<file path="config.mk">
export PLATFORM = sky130hd
export DESIGN_NAME = pad_scanner
export DESIGN_NICKNAME = d
export VERILOG_FILES = /design/src/rtl/pad_scanner.sv
export SDC_FILE = /design/constraint.sdc
export NUM_CORES = 1
export LEC_CHECK = 0
export ABC_AREA = 1
export CAP_MARGIN = 20
export CORE_ASPECT_RATIO = 1.1
export CORE_UTILIZATION = 59
export CTS_BUF_LIST = sky130_fd_sc_hd__clkbuf_16
export CTS_CLUSTER_SIZE = 25
export DETAILED_ROUTE_END_ITERATION = 8
export MAX_ROUTING_LAYER = met4
export PLACE_DENSITY_LB_ADDON = 0.12
export SYNTH_ARGS = -nofsm -noshare
export SYNTH_HDL_FRONTEND = slang
export SYNTH_SLANG_ARGS = --single-unit
</file>
<file path="constraint.sdc">
create_clock -name clk -period 3.55 [get_ports clk]
set_input_delay 0.355 -clock clk [delete_from_list [all_inputs] [get_ports clk]]
set_output_delay 0.355 -clock clk [all_outputs]
set_load 0.05 [all_outputs]
</file>
<file path="src/rtl/pad_scanner.sv">
// Joystick scanner: synchronises MiST joystick bits, optionally swaps channels 0/1,
// debounces each channel, adds autofire on fire1 and emits active-low pad bytes.
module pad_scanner #(
   parameter int NUM_PADS     = 2,
   parameter int DEBOUNCE     = 15,
   parameter int AUTOFIRE_DIV = 50000
) (
   input  logic                  clk,
   input  logic                  reset,
   input  logic [8*NUM_PADS-1:0] joy_in,
   input  logic [NUM_PADS-1:0]   autofire_en,
   input  logic                  swap,
   output logic [8*NUM_PADS-1:0] pad_out,
   output logic [NUM_PADS-1:0]   pad_chg
);

   localparam int CW = (DEBOUNCE > 1) ? $clog2(DEBOUNCE) : 1;
   localparam int PW = $clog2(AUTOFIRE_DIV);
   localparam logic [CW-1:0] CNT_LAST = CW'((DEBOUNCE > 0) ? DEBOUNCE - 1 : 0);
   localparam logic [CW-1:0] CNT_ONE  = CW'(1);
   localparam logic [PW-1:0] PH_LAST  = PW'(AUTOFIRE_DIV - 1);
   localparam logic [PW-1:0] PH_ONE   = PW'(1);

   typedef enum logic [1:0] {
      AF_IDLE = 2'd0,
      AF_ON   = 2'd1,
      AF_OFF  = 2'd2
   } af_state_t;

   logic [7*NUM_PADS-1:0] joy_bits_s;
   logic [7*NUM_PADS-1:0] sync1_r;
   logic [7*NUM_PADS-1:0] sync2_r;
   logic [7*NUM_PADS-1:0] post_s;
   logic [NUM_PADS-1:0]   unused_bit7_s;

   // Gather the seven live bits of every channel; bit7 carries nothing
   always_comb begin
      joy_bits_s    = '0;
      unused_bit7_s = '0;
      for (int i = 0; i < NUM_PADS; i++) begin
         joy_bits_s[7*i +: 7] = joy_in[8*i +: 7];
         unused_bit7_s[i]     = joy_in[8*i + 7];
      end
   end

   // Two-flop synchroniser on every live joystick bit
   always_ff @(posedge clk) begin
      if (reset) begin
         sync1_r <= '0;
         sync2_r <= '0;
      end else begin
         sync1_r <= joy_bits_s;
         sync2_r <= sync1_r;
      end
   end

   generate
      if (NUM_PADS >= 2) begin : g_swap
         // Swap is applied to synchronised data so the debouncers see it as an input change
         always_comb begin
            post_s = sync2_r;
            if (swap) begin
               post_s[6:0]  = sync2_r[13:7];
               post_s[13:7] = sync2_r[6:0];
            end else begin
               post_s = sync2_r;
            end
         end
      end else begin : g_noswap
         logic unused_swap_s;
         assign unused_swap_s = swap;
         assign post_s        = sync2_r;
      end
   endgenerate

   generate
      for (genvar g = 0; g < NUM_PADS; g++) begin : g_ch
         logic [6:0]    cur_s;
         logic [6:0]    prev_r;
         logic [6:0]    comm_r;
         logic [6:0]    comm_next_s;
         logic [CW-1:0] cnt_r;
         logic [CW-1:0] cnt_next_s;
         logic          commit_s;
         af_state_t     state_r;
         af_state_t     state_next_s;
         logic [PW-1:0] phase_r;
         logic [PW-1:0] phase_next_s;
         logic          fire_eff_s;
         logic          up_s;
         logic          down_s;
         logic          left_s;
         logic          right_s;
         logic [7:0]    byte_next_s;
         logic [7:0]    out_r;
         logic          chg_r;

         assign cur_s = post_s[7*g +: 7];

         // Debouncer: commit once a differing value has stayed put long enough
         always_comb begin
            cnt_next_s = '0;
            commit_s   = 1'b0;
            if (cur_s == comm_r) begin
               cnt_next_s = '0;
            end else if (DEBOUNCE == 0) begin
               commit_s = 1'b1;
            end else if (cur_s != prev_r) begin
               cnt_next_s = '0;
            end else if (cnt_r == CNT_LAST) begin
               commit_s = 1'b1;
            end else begin
               cnt_next_s = cnt_r + CNT_ONE;
            end
            comm_next_s = commit_s ? cur_s : comm_r;
         end

         // Autofire next state; it looks at the value being committed this cycle
         // so a fire1 release reaches pad_out with the normal pipeline latency
         always_comb begin
            state_next_s = state_r;
            phase_next_s = phase_r;
            if (!comm_next_s[4] || !autofire_en[g]) begin
               state_next_s = AF_IDLE;
               phase_next_s = '0;
            end else begin
               case (state_r)
                  AF_IDLE: begin
                     state_next_s = AF_ON;
                     phase_next_s = '0;
                  end
                  AF_ON: begin
                     if (phase_r == PH_LAST) begin
                        state_next_s = AF_OFF;
                        phase_next_s = '0;
                     end else begin
                        phase_next_s = phase_r + PH_ONE;
                     end
                  end
                  AF_OFF: begin
                     if (phase_r == PH_LAST) begin
                        state_next_s = AF_ON;
                        phase_next_s = '0;
                     end else begin
                        phase_next_s = phase_r + PH_ONE;
                     end
                  end
                  default: begin
                     state_next_s = AF_IDLE;
                     phase_next_s = '0;
                  end
               endcase
            end
         end

         // Output byte: opposing axis bits cancel, then everything is inverted
         always_comb begin
            case (state_next_s)
               AF_ON:   fire_eff_s = 1'b1;
               AF_OFF:  fire_eff_s = 1'b0;
               default: fire_eff_s = comm_next_s[4];
            endcase
            up_s        = comm_next_s[3] & ~comm_next_s[2];
            down_s      = comm_next_s[2] & ~comm_next_s[3];
            right_s     = comm_next_s[0] & ~comm_next_s[1];
            left_s      = comm_next_s[1] & ~comm_next_s[0];
            byte_next_s = ~{comm_next_s[6], comm_next_s[5], fire_eff_s, 1'b0,
                            up_s, down_s, right_s, left_s};
         end

         // Channel state and registered outputs
         always_ff @(posedge clk) begin
            if (reset) begin
               prev_r  <= 7'd0;
               comm_r  <= 7'd0;
               cnt_r   <= '0;
               state_r <= AF_IDLE;
               phase_r <= '0;
               out_r   <= 8'hFF;
               chg_r   <= 1'b0;
            end else begin
               prev_r  <= cur_s;
               comm_r  <= comm_next_s;
               cnt_r   <= cnt_next_s;
               state_r <= state_next_s;
               phase_r <= phase_next_s;
               out_r   <= byte_next_s;
               chg_r   <= (byte_next_s != out_r);
            end
         end

         assign pad_out[8*g +: 8] = out_r;
         assign pad_chg[g]        = chg_r;
      end
   endgenerate

endmodule

</file>
==> out/results.md, run 1 <==
| Metric | This run | Unit |
| --- | --- | --- |
| Result of the run | finished clean | - |
| Latest clock arrival within the worst-skew pair | 410 | ps |
| Worst reg2reg endpoint | g_ch[1].chg_r | - |
| Maxcap violations | 0 | - |
| Gate count of the mapped netlist | 841 | - |
| Final hold vios | 0 | - |
| RSZ-0062 raised after global routing | no | - |
| Layout Nets | 919 | - |
| Die outline height | 106 | um |
| Post-cts sizing count | 0 | - |
| Initial DRC count | 286 | - |
| Max-slew headroom at the worst pin | 0.591 | - |
| Syn. warnings | 0 | - |
| Global-route usage over all layers | 0.265 | - |
| Startpoint of the most critical hold path | reset | - |
| Most common cell type on the critical path | sky130_fd_sc_hd__nand2_1 | - |
| Crit Path Category | in -> reg | - |
| IO Count | 39 | - |
| Input/output buffers | 34 | - |
| Mux cell area share after synthesis | 0 | - |
| Buffer cell driving the clock tree root | sky130_fd_sc_hd__clkbuf_16 | - |
| Wire length of the first global-routing pass | 20.7 | mm |
| Proportion of layout cells with a drive suffix above 1 | 0.0927 | - |
| Final core occ | 0.717 | - |
| Num CTS Buffers | 17 | - |
| Parity-gate share of the synthesized area counting xor and xnor cells | 0.0227 | - |
| Number of antenna violations at the first check in global routing | 0 | - |
| Largest cells by area after synthesis | sky130_fd_sc_hd__dfxtp_1, sky130_fd_sc_hd__nand2_1, sky130_fd_sc_hd__inv_1 | - |
| Power density of the placed cells | 472 | mW/mm2 |
| Critical path data required time | 3860 | ps |
| Complex-gate fraction of the synthesized area | 0.0253 | - |
| Vias per inst | 5.08 | - |
| Starting utilization of the core area | 0.614 | - |
| Actual slew at the worst max-slew pin | 614 | ps |
| DRC viols | 0 | - |
| Layout overhead on the synthesized area | 16.9 | % |
| Achievable frequency | 314 | MHz |
| Register-to-register setup slack | 490 | ps |
| Remaining Overflow, GRT | 0 | - |
| Worst setup path startpoint | swap | - |
| Cell depth of the worst min-delay path | 2 | - |
| Register area share after synthesis | 0.401 | - |
| Commonest cells in the netlist | sky130_fd_sc_hd__nand2_1, sky130_fd_sc_hd__inv_1, sky130_fd_sc_hd__dfxtp_1, sky130_fd_sc_hd__nor2_1, sky130_fd_sc_hd__nand3_1 | - |
| Total count of max-transition violations in the final report | 0 | - |
| Bufs on Longest Clock Path | 2 | - |
| H-tree levels | 4 | - |
| Cell with the largest stage delay on the worst path | sky130_fd_sc_hd__clkdlybuf4s50_1 | - |
| Mean instance size in the synthesized netlist | 6.89 | um2 |
| Largest net degree at the start of global routing | 59 | - |
| GPL Wtd Cong | 0.856 | - |
| Die area | 0.0102 | mm2 |
| Main combinational cell family by area after synthesis | simple AND/OR/NAND/NOR gates | - |
| Number of flops mapped to enable cells by yosys | 0 | - |
| Synth Area in Adders | 0.0302 | - |
| Postcts setup bufs | 0 | - |
| Count of distinct cell types in the synthesized netlist | 42 | - |
| Worst-path fanout max | 28 | - |
| Post-DP HPWL | 8.41 | mm |
| Number of standard-cell rows in the floorplan | 37 | - |
| Via count of the first global-routing pass | 5,082 | - |
| Nature of the critical path endpoint | flip-flop | - |
| Endpoint of the worst hold-timing path | g_ch[1].state_r[1] | - |
| Cell Count Post-Placement | 982 | - |
| Drt pass-1 iters | 6 | - |
| Type of the worst min-delay path | in -> reg | - |
| # diodes | 0 | - |
| Simple-Gate Fraction of Synth Area | 0.397 | - |
| Maximum cell stage delay along the critical path | 500 | ps |
| Number of storage elements in the synthesis netlist | 116 | - |
| Count of endpoints failing setup in the final report | 0 | - |
| Die width | 96.5 | um |
| Clock Sinks | 116 | - |
| Placeable core region | 0.00944 | mm2 |
| Total Routed Length | 11.8 | mm |
| Post-synth ARST share | 0 | - |
| Yosys top cell area share | 0.401 | - |
| Reg-to-Reg Start | g_ch[1].phase_r[0] | - |
| Top-count cell post-synth | sky130_fd_sc_hd__nand2_1 | - |
| Hold-fix buffer count after cts | 0 | - |
| Post-CTS clock slew at the launch and capture registers of the worst setup and hold paths | 50 | ps |
| Top FF cell, synth | sky130_fd_sc_hd__dfxtp_1 | - |
| Vias after detailed routing | 5,142 | - |
| Final setup skew | 6.78 | ps |
| Routed WL per cell | 11.7 | um |
| Area of the mapped netlist | 0.00579 | mm2 |
| Data arrival at the endpoint of the critical path | 3490 | ps |
| Antenna violation net count after detailed routing | 0 | - |
| Highest ir drop seen on vdd | 0.000311 | V |
| R2R depth | 17 | - |
| Post-route fraction of the period consumed by the critical path | 0.896 | - |
| Final critical-path required period | 3180 | ps |
| Cells along the critical path | clkdlybuf4s50_1 > buf_12 > inv_6 > nand2_1 > nand2_1 > nand2_1 > nand2_1 > nor2_1 > nand2_1 > nor2_4 > nand3_2 > nand2_1 > nand3_1 > a211o_1 > ha_1 > or2_2 > nand3_1 > nand2_1 > nor2_1 > nand3_1 > nand2_1 > inv_1 | - |
| TritonCTS clock tree | done | - |
| Leakage dissipation | 3.18 | nW |
| Fin cells | 1,012 | - |
| Kind of start point of the critical path | input pin | - |
| Dominant cell type by area after synthesis | sky130_fd_sc_hd__dfxtp_1 | - |
[registers in the layout (all words and copies together), names as in the netlist]
name	count
g_ch.comm_r	14
g_ch.state_r	4
sync2_r	14
g_ch.phase_r	32
g_ch.out_r	14
g_ch.cnt_r	8
sync1_r	14
g_ch.chg_r	2
g_ch.prev_r	14
[critical path: cells and delay by family]
kind | cells | cell delay (ps)
buffers and inverters | 4 | 840
AND/OR/NAND/NOR | 16 | 1710
adder cells (fa/ha/maj) | 1 | 310
AO/OA/AOI/OAI | 1 | 270
[how the worst max path moves through the flow]
stage               slack, ps  depth (start not counted)            end
floorplan                 700                         16  g_ch[1].chg_r
global placement           70                         22  g_ch[1].chg_r
detailed placement         -9                         22  g_ch[1].chg_r
CTS                       390                         22  g_ch[1].chg_r
global route              160                         22  g_ch[1].chg_r
finish                    370                         22  g_ch[1].chg_r
[logic make-up after synthesis]
family                     after synthesis
and+or+nand+nor                        510
DFF                                    116
adders and majority gates               14
other                                    1
AOI/OAI and AO/OA                       24
xor gates and xnor gates                15
buffers and inverters                  161
[routing by layer]
| metal | track usage | part of all wire | vias up |
|---|---|---|---|
| met5 | - | 0 | - |
| met4 | 0.108 | 0.021 | 0 |
| met3 | 0.0687 | 0.032 | 25 |
| met2 | 0.460 | 0.51 | 82 |
| met1 | 0.282 | 0.44 | 2345 |
| li1 | - | - | 2690 |
[report_power, final]
part	leakage, nW	total [mW]	switching [mW]	internal [mW]
combinational	1.97	0.196	0.124	0.0719
sequential	0.943	1.34	0.0131	1.33
clock	0.274	1.66	0.580	1.08
total	3.18	3.19	0.717	2.48
[cells in the final DEF, fill, tap and decap left out, types with 3 or more instances in the layout]
cell / Yosys / layout
sky130_fd_sc_hd__nand2_2: 25 / 25
sky130_fd_sc_hd__nand2_1: 226 / 226
sky130_fd_sc_hd__nand4_1: 28 / 28
sky130_fd_sc_hd__o21ai_0: 3 / 3
sky130_fd_sc_hd__nand3_1: 73 / 73
sky130_fd_sc_hd__nor2_1: 111 / 111
sky130_fd_sc_hd__xor2_1: 11 / 11
sky130_fd_sc_hd__nor3b_1: 7 / 7
sky130_fd_sc_hd__dfxtp_1: 116 / 116
sky130_fd_sc_hd__nor3_1: 13 / 13
sky130_fd_sc_hd__inv_1: 133 / 135
sky130_fd_sc_hd__buf_4: 6 / 14
sky130_fd_sc_hd__ha_1: 14 / 14
sky130_fd_sc_hd__clkinvlp_4: 0 / 4
sky130_fd_sc_hd__bufinv_16: 0 / 3
sky130_fd_sc_hd__nand3_2: 3 / 3
sky130_fd_sc_hd__xnor2_1: 4 / 4
sky130_fd_sc_hd__a31oi_1: 4 / 4
sky130_fd_sc_hd__clkdlybuf4s50_1: 0 / 33
sky130_fd_sc_hd__nand3b_1: 8 / 8
sky130_fd_sc_hd__nor4_1: 4 / 4
sky130_fd_sc_hd__clkbuf_16: 0 / 17
sky130_fd_sc_hd__a21oi_1: 11 / 11
[cell type report]
| cell class | instances | area, um2 |
|---|---|---|
| multi-input combinational | 565 | 2760 |
| timing repair buffer | 49 | 460 |
| fill | 753 | 2670 |
| clock inverter | 13 | 145 |
| tap | 117 | 146 |
| clock buffer | 17 | 425 |
| inverter | 135 | 512 |
| sequential | 116 | 2320 |
[metrics by stage]
stage | power [mW] | area, um2 | hold slack (ps) | setup TNS [ps] | worst slack [ps]
floorplan | 1.51 | 5800 | 388 | 0 | 699
global placement | 1.55 | 6200 | 396 | 0 | 67.8
detailed placement | 1.56 | 6200 | 395 | -9.30 | -9.30
CTS | 3.21 | 6770 | 156 | 0 | 388
global route | 3.30 | 6770 | 162 | 0 | 161
finish | 3.19 | 6770 | 162 | 0 | 368
Note: power is estimated with default switching activity, not from simulation.
==> inputs of run 2 (changes only) <==
==> constraint.sdc (replaced) <==
create_clock -name clk -period 3.55 [get_ports clk]
set_input_delay 0.355 -clock clk [delete_from_list [all_inputs] [get_ports clk]]
set_output_delay 0.355 -clock clk [all_outputs]
set_load 0.1 [all_outputs]
==> results of run 2 <==
The final DEF is identical to that of run 1. Status: finished clean.
Main changes from that run: total power 3.19 mW -> 3.20 mW
==> inputs of run 3 (changes only) <==
--- a/config.mk
+++ b/config.mk
@@ -7,8 +7,10 @@
 export LEC_CHECK = 0
 export ABC_AREA = 1
 export CAP_MARGIN = 20
+export CELL_PAD_IN_SITES_DETAIL_PLACEMENT = 0
+export CELL_PAD_IN_SITES_GLOBAL_PLACEMENT = 1
 export CORE_ASPECT_RATIO = 1.1
-export CORE_UTILIZATION = 59
+export CORE_UTILIZATION = 43
 export CTS_BUF_LIST = sky130_fd_sc_hd__clkbuf_16
 export CTS_CLUSTER_SIZE = 25
 export DETAILED_ROUTE_END_ITERATION = 8
@@ -17,3 +19,4 @@
 export SYNTH_ARGS = -nofsm -noshare
 export SYNTH_HDL_FRONTEND = slang
 export SYNTH_SLANG_ARGS = --single-unit
+export TNS_END_PERCENT = 10
==> run 3 against run 2 <==
- sequential power about the same
- first-iteration DRC count down 38%
- utilization down 20 points
- count of clock-buffer cells in the layout stayed put
- highest routed layer unchanged
- routed wire length shrank 0.91%
- via count shrank 1.6%
- flip-flop and latch count is the same
- cell count grew 4.7%
- clock power down 5%
==> out/results.md, run 3 (same netlist as run 1, synthesis figures left out) <==
| Metric | This run | Unit | Delta |
| --- | --- | --- | --- |
| Power density of the placed cells | 457 | mW/mm2 | was 472 mW/mm2 |
| Kind of start point of the critical path | input pin | - | unchanged |
| Leakage dissipation | 3.19 | nW | was 3.18 nW |
| Type of the worst min-delay path | reg -> reg | - | was in -> reg |
| Worst-path fanout max | 28 | - | unchanged |
| Proportion of layout cells with a drive suffix above 1 | 0.0945 | - | was 0.0927 |
| Layout Nets | 921 | - | was 919 |
| Startpoint of the most critical hold path | sync1_r[11] | - | was reset |
| # diodes | 0 | - | unchanged |
| H-tree levels | 4 | - | unchanged |
| Actual slew at the worst max-slew pin | 969 | ps | was 973 ps |
| IO Count | 39 | - | unchanged |
| Final hold vios | 0 | - | unchanged |
| Die area | 0.0139 | mm2 | was 0.0102 mm2 |
| Sw power | 0.712 | mW | was 0.722 mW |
| Total Routed Length | 11.7 | mm | was 11.8 mm |
| Switching Fraction | 0.228 | - | was 0.226 |
| Largest net degree at the start of global routing | 36 | - | was 59 |
| Final critical-path required period | 3130 | ps | was 3180 ps |
| Layout overhead on the synthesized area | 17.7 | % | was 16.9% |
| GPL Wtd Cong | 0.848 | - | was 0.856 |
| Hold-fix buffer count after cts | 0 | - | unchanged |
| Number of antenna violations at the first check in global routing | 0 | - | unchanged |
| Buffer cell driving the clock tree root | sky130_fd_sc_hd__clkbuf_16 | - | unchanged |
| R2R depth | 17 | - | unchanged |
| Antenna violation net count after detailed routing | 0 | - | unchanged |
| Power consumption | 3.12 | mW | was 3.20 mW |
| Remaining Overflow, GRT | 0 | - | unchanged |
| Family with the most delay on the worst path | simple AND/OR/NAND/NOR gates | - | unchanged |
| Most common cell type on the critical path | sky130_fd_sc_hd__nand2_1 | - | unchanged |
| Cell with the largest stage delay on the worst path | sky130_fd_sc_hd__clkdlybuf4s50_1 | - | unchanged |
| Count of endpoints failing setup in the final report | 0 | - | unchanged |
| Die outline height | 124 | um | was 106 um |
| Endpoint of the worst hold-timing path | sync2_r[11] | - | was g_ch[1].state_r[1] |
| Nature of the critical path endpoint | flip-flop | - | unchanged |
| Vias after detailed routing | 5,060 | - | was 5,142 |
| Filler cell count | 1,330 | - | was 753 |
| Routed WL per cell | 11.0 | um | was 11.7 um |
| Die width | 113 | um | was 96.5 um |
| Final setup skew | 7.71 | ps | was 6.78 ps |
| Global-route usage over all layers | 0.188 | - | was 0.265 |
| Input/output buffers | 34 | - | unchanged |
| CP bufs+invs | 6 | - | was 4 |
| Vias per inst | 4.77 | - | was 5.08 |
| Top register by number of flip-flops | g_ch.phase_r | - | unchanged |
| Post-DP HPWL | 8.85 | mm | was 8.41 mm |
| Max-slew headroom at the worst pin | 0.352 | - | was 0.350 |
| Latest clock arrival within the worst-skew pair | 410 | ps | about the same |
| Post-cts sizing count | 0 | - | unchanged |
| TritonCTS clock tree | done | - | unchanged |
| Bufs on Longest Clock Path | 2 | - | unchanged |
| Max reg flops | 32 | - | unchanged |
| Reg-to-Reg Start | g_ch[1].phase_r[0] | - | unchanged |
| Achievable frequency | 319 | MHz | was 314 MHz |
| Share of total power in sequential cells | 0.430 | - | was 0.419 |
| Placeable core region | 0.0132 | mm2 | was 0.00944 mm2 |
| Starting utilization of the core area | 0.440 | - | was 0.614 |
| Total negative slack | 0 | ps | unchanged |
| Leading cell type in the layout, fill and taps excluded | sky130_fd_sc_hd__nand2_1 | - | unchanged |
| Initial DRC count | 177 | - | was 286 |
| Result of the run | finished clean | - | unchanged |
| Clock Sinks | 116 | - | unchanged |
| Proportion of power drawn by the clock network | 0.505 | - | was 0.518 |
| Most used cells in the layout excluding fill and tap cells | sky130_fd_sc_hd__nand2_1, sky130_fd_sc_hd__inv_1, sky130_fd_sc_hd__dfxtp_1, sky130_fd_sc_hd__nor2_1, sky130_fd_sc_hd__nand3_1 | - | unchanged |
| Via count of the first global-routing pass | 4,788 | - | was 5,082 |
| Maximum cell stage delay along the critical path | 510 | ps | was 500 ps |
| Combinational share of power | 0.065 | - | was 0.063 |
| Post-route fraction of the period consumed by the critical path | 0.883 | - | was 0.896 |
| Area taken by multi-input logic gates | 0.00276 | mm2 | unchanged |
| Data arrival at the endpoint of the critical path | 3400 | ps | was 3490 ps |
| Drt pass-1 iters | 4 | - | was 6 |
| Wire length of the first global-routing pass | 20.3 | mm | was 20.7 mm |
| RSZ-0062 raised after global routing | no | - | unchanged |
| Postcts setup bufs | 0 | - | unchanged |
| DRC viols | 0 | - | unchanged |
| Cell depth of the worst min-delay path | 2 | - | unchanged |
| Maxcap violations | 0 | - | unchanged |
| Total count of max-transition violations in the final report | 0 | - | unchanged |
| Critical path data required time | 3820 | ps | was 3860 ps |
| Internal power of the cells | 2.41 | mW | was 2.48 mW |
| Highest ir drop seen on vdd | 0.000299 | V | was 0.000311 V |
| Crit Path Category | in -> reg | - | unchanged |
| Worst reg2reg endpoint | g_ch[1].chg_r | - | unchanged |
| Post-CTS clock slew at the launch and capture registers of the worst setup and hold paths | 50 | ps | about the same |
| Num CTS Buffers | 17 | - | unchanged |
| Register-to-register setup slack | 540 | ps | was 490 ps |
| Number of standard-cell rows in the floorplan | 44 | - | was 37 |
| Storage cell area | 0.00232 | mm2 | unchanged |
run 3: cell types whose count changed in the layout (fill, tap and decap cells not counted):
cell / previous run / this run
sky130_fd_sc_hd__inv_1: 135 / 134
sky130_fd_sc_hd__clkinv_1: 2 / 5
sky130_fd_sc_hd__clkinvlp_4: 4 / 2
sky130_fd_sc_hd__bufinv_16: 3 / 2
sky130_fd_sc_hd__clkinv_2: 2 / 5
sky130_fd_sc_hd__buf_4: 14 / 16
run 3: worst max-delay path by stage:
stage	to	from	cells past startpoint	slack, ps
floorplan	g_ch[1].chg_r	g_ch[1].phase_r[0]	16	690
global placement	g_ch[1].chg_r	swap	22	60
detailed placement	g_ch[0].chg_r	swap	25	20
CTS	g_ch[0].chg_r	swap	25	440
global route	g_ch[0].chg_r	swap	25	60
finish	g_ch[0].chg_r	swap	25	420
run 3: through the flow:
stage | instances | utilization | hold slack [ps] | setup WS, ps | area, um2
2_1_floorplan | 842 | - | 388 | 689 | 5800
3_3_place_gp | 1028 | 0.477 | 397 | 57.6 | 6270
3_5_place_dp | 1028 | 0.477 | 397 | 17.6 | 6270
4_1_cts | 1060 | 0.518 | 403 | 437 | 6820
5_1_grt | 1060 | 0.518 | 416 | 64.5 | 6820
6_report | 1060 | 0.518 | 401 | 416 | 6820
run 3: layout make-up:
class,instances,area share
multi-input cells,565,0.405
flip-flops and latches,116,0.340
inverters,135,0.0750
repair buffers,51,0.0697
clock buffers,17,0.0624
well taps,161,0.0295
clock inverters,15,0.0180
run 3: power groups by stage:
stage          Clock [mW]  Sequential (mW)  Combinational, mW
3_3_place_gp            0             1.37              0.202
6_report             1.58             1.34              0.204
2_1_floorplan           0             1.36              0.152
4_1_cts              1.62             1.34              0.205
3_5_place_dp            0             1.37              0.205
5_1_grt              1.68             1.34              0.231
run 3: worst register-to-register path: stages, from the launching register on:
cell and delay (ps):
sky130_fd_sc_hd__dfxtp_1 370, sky130_fd_sc_hd__ha_1 190, sky130_fd_sc_hd__nand2_1 90, sky130_fd_sc_hd__nor2_1 100, sky130_fd_sc_hd__inv_1 50, sky130_fd_sc_hd__or2_1 220, sky130_fd_sc_hd__nor4_1 200, sky130_fd_sc_hd__buf_4 190
sky130_fd_sc_hd__o21ai_0 100, sky130_fd_sc_hd__a211o_1 340, sky130_fd_sc_hd__ha_1 310, sky130_fd_sc_hd__or2_2 290, sky130_fd_sc_hd__nand3_1 80, sky130_fd_sc_hd__nand2_1 60, sky130_fd_sc_hd__nor2_1 130, sky130_fd_sc_hd__nand3_1 90
sky130_fd_sc_hd__nand2_1 60, sky130_fd_sc_hd__inv_1 40
run 3: layer usage:
metal  vias up  track usage  wire, um
li1       2698            -         -
met1      2283        0.215      5460
met2        57        0.316      5640
met3        22       0.0433       336
met4         0       0.0908       247
met5         -            -         0
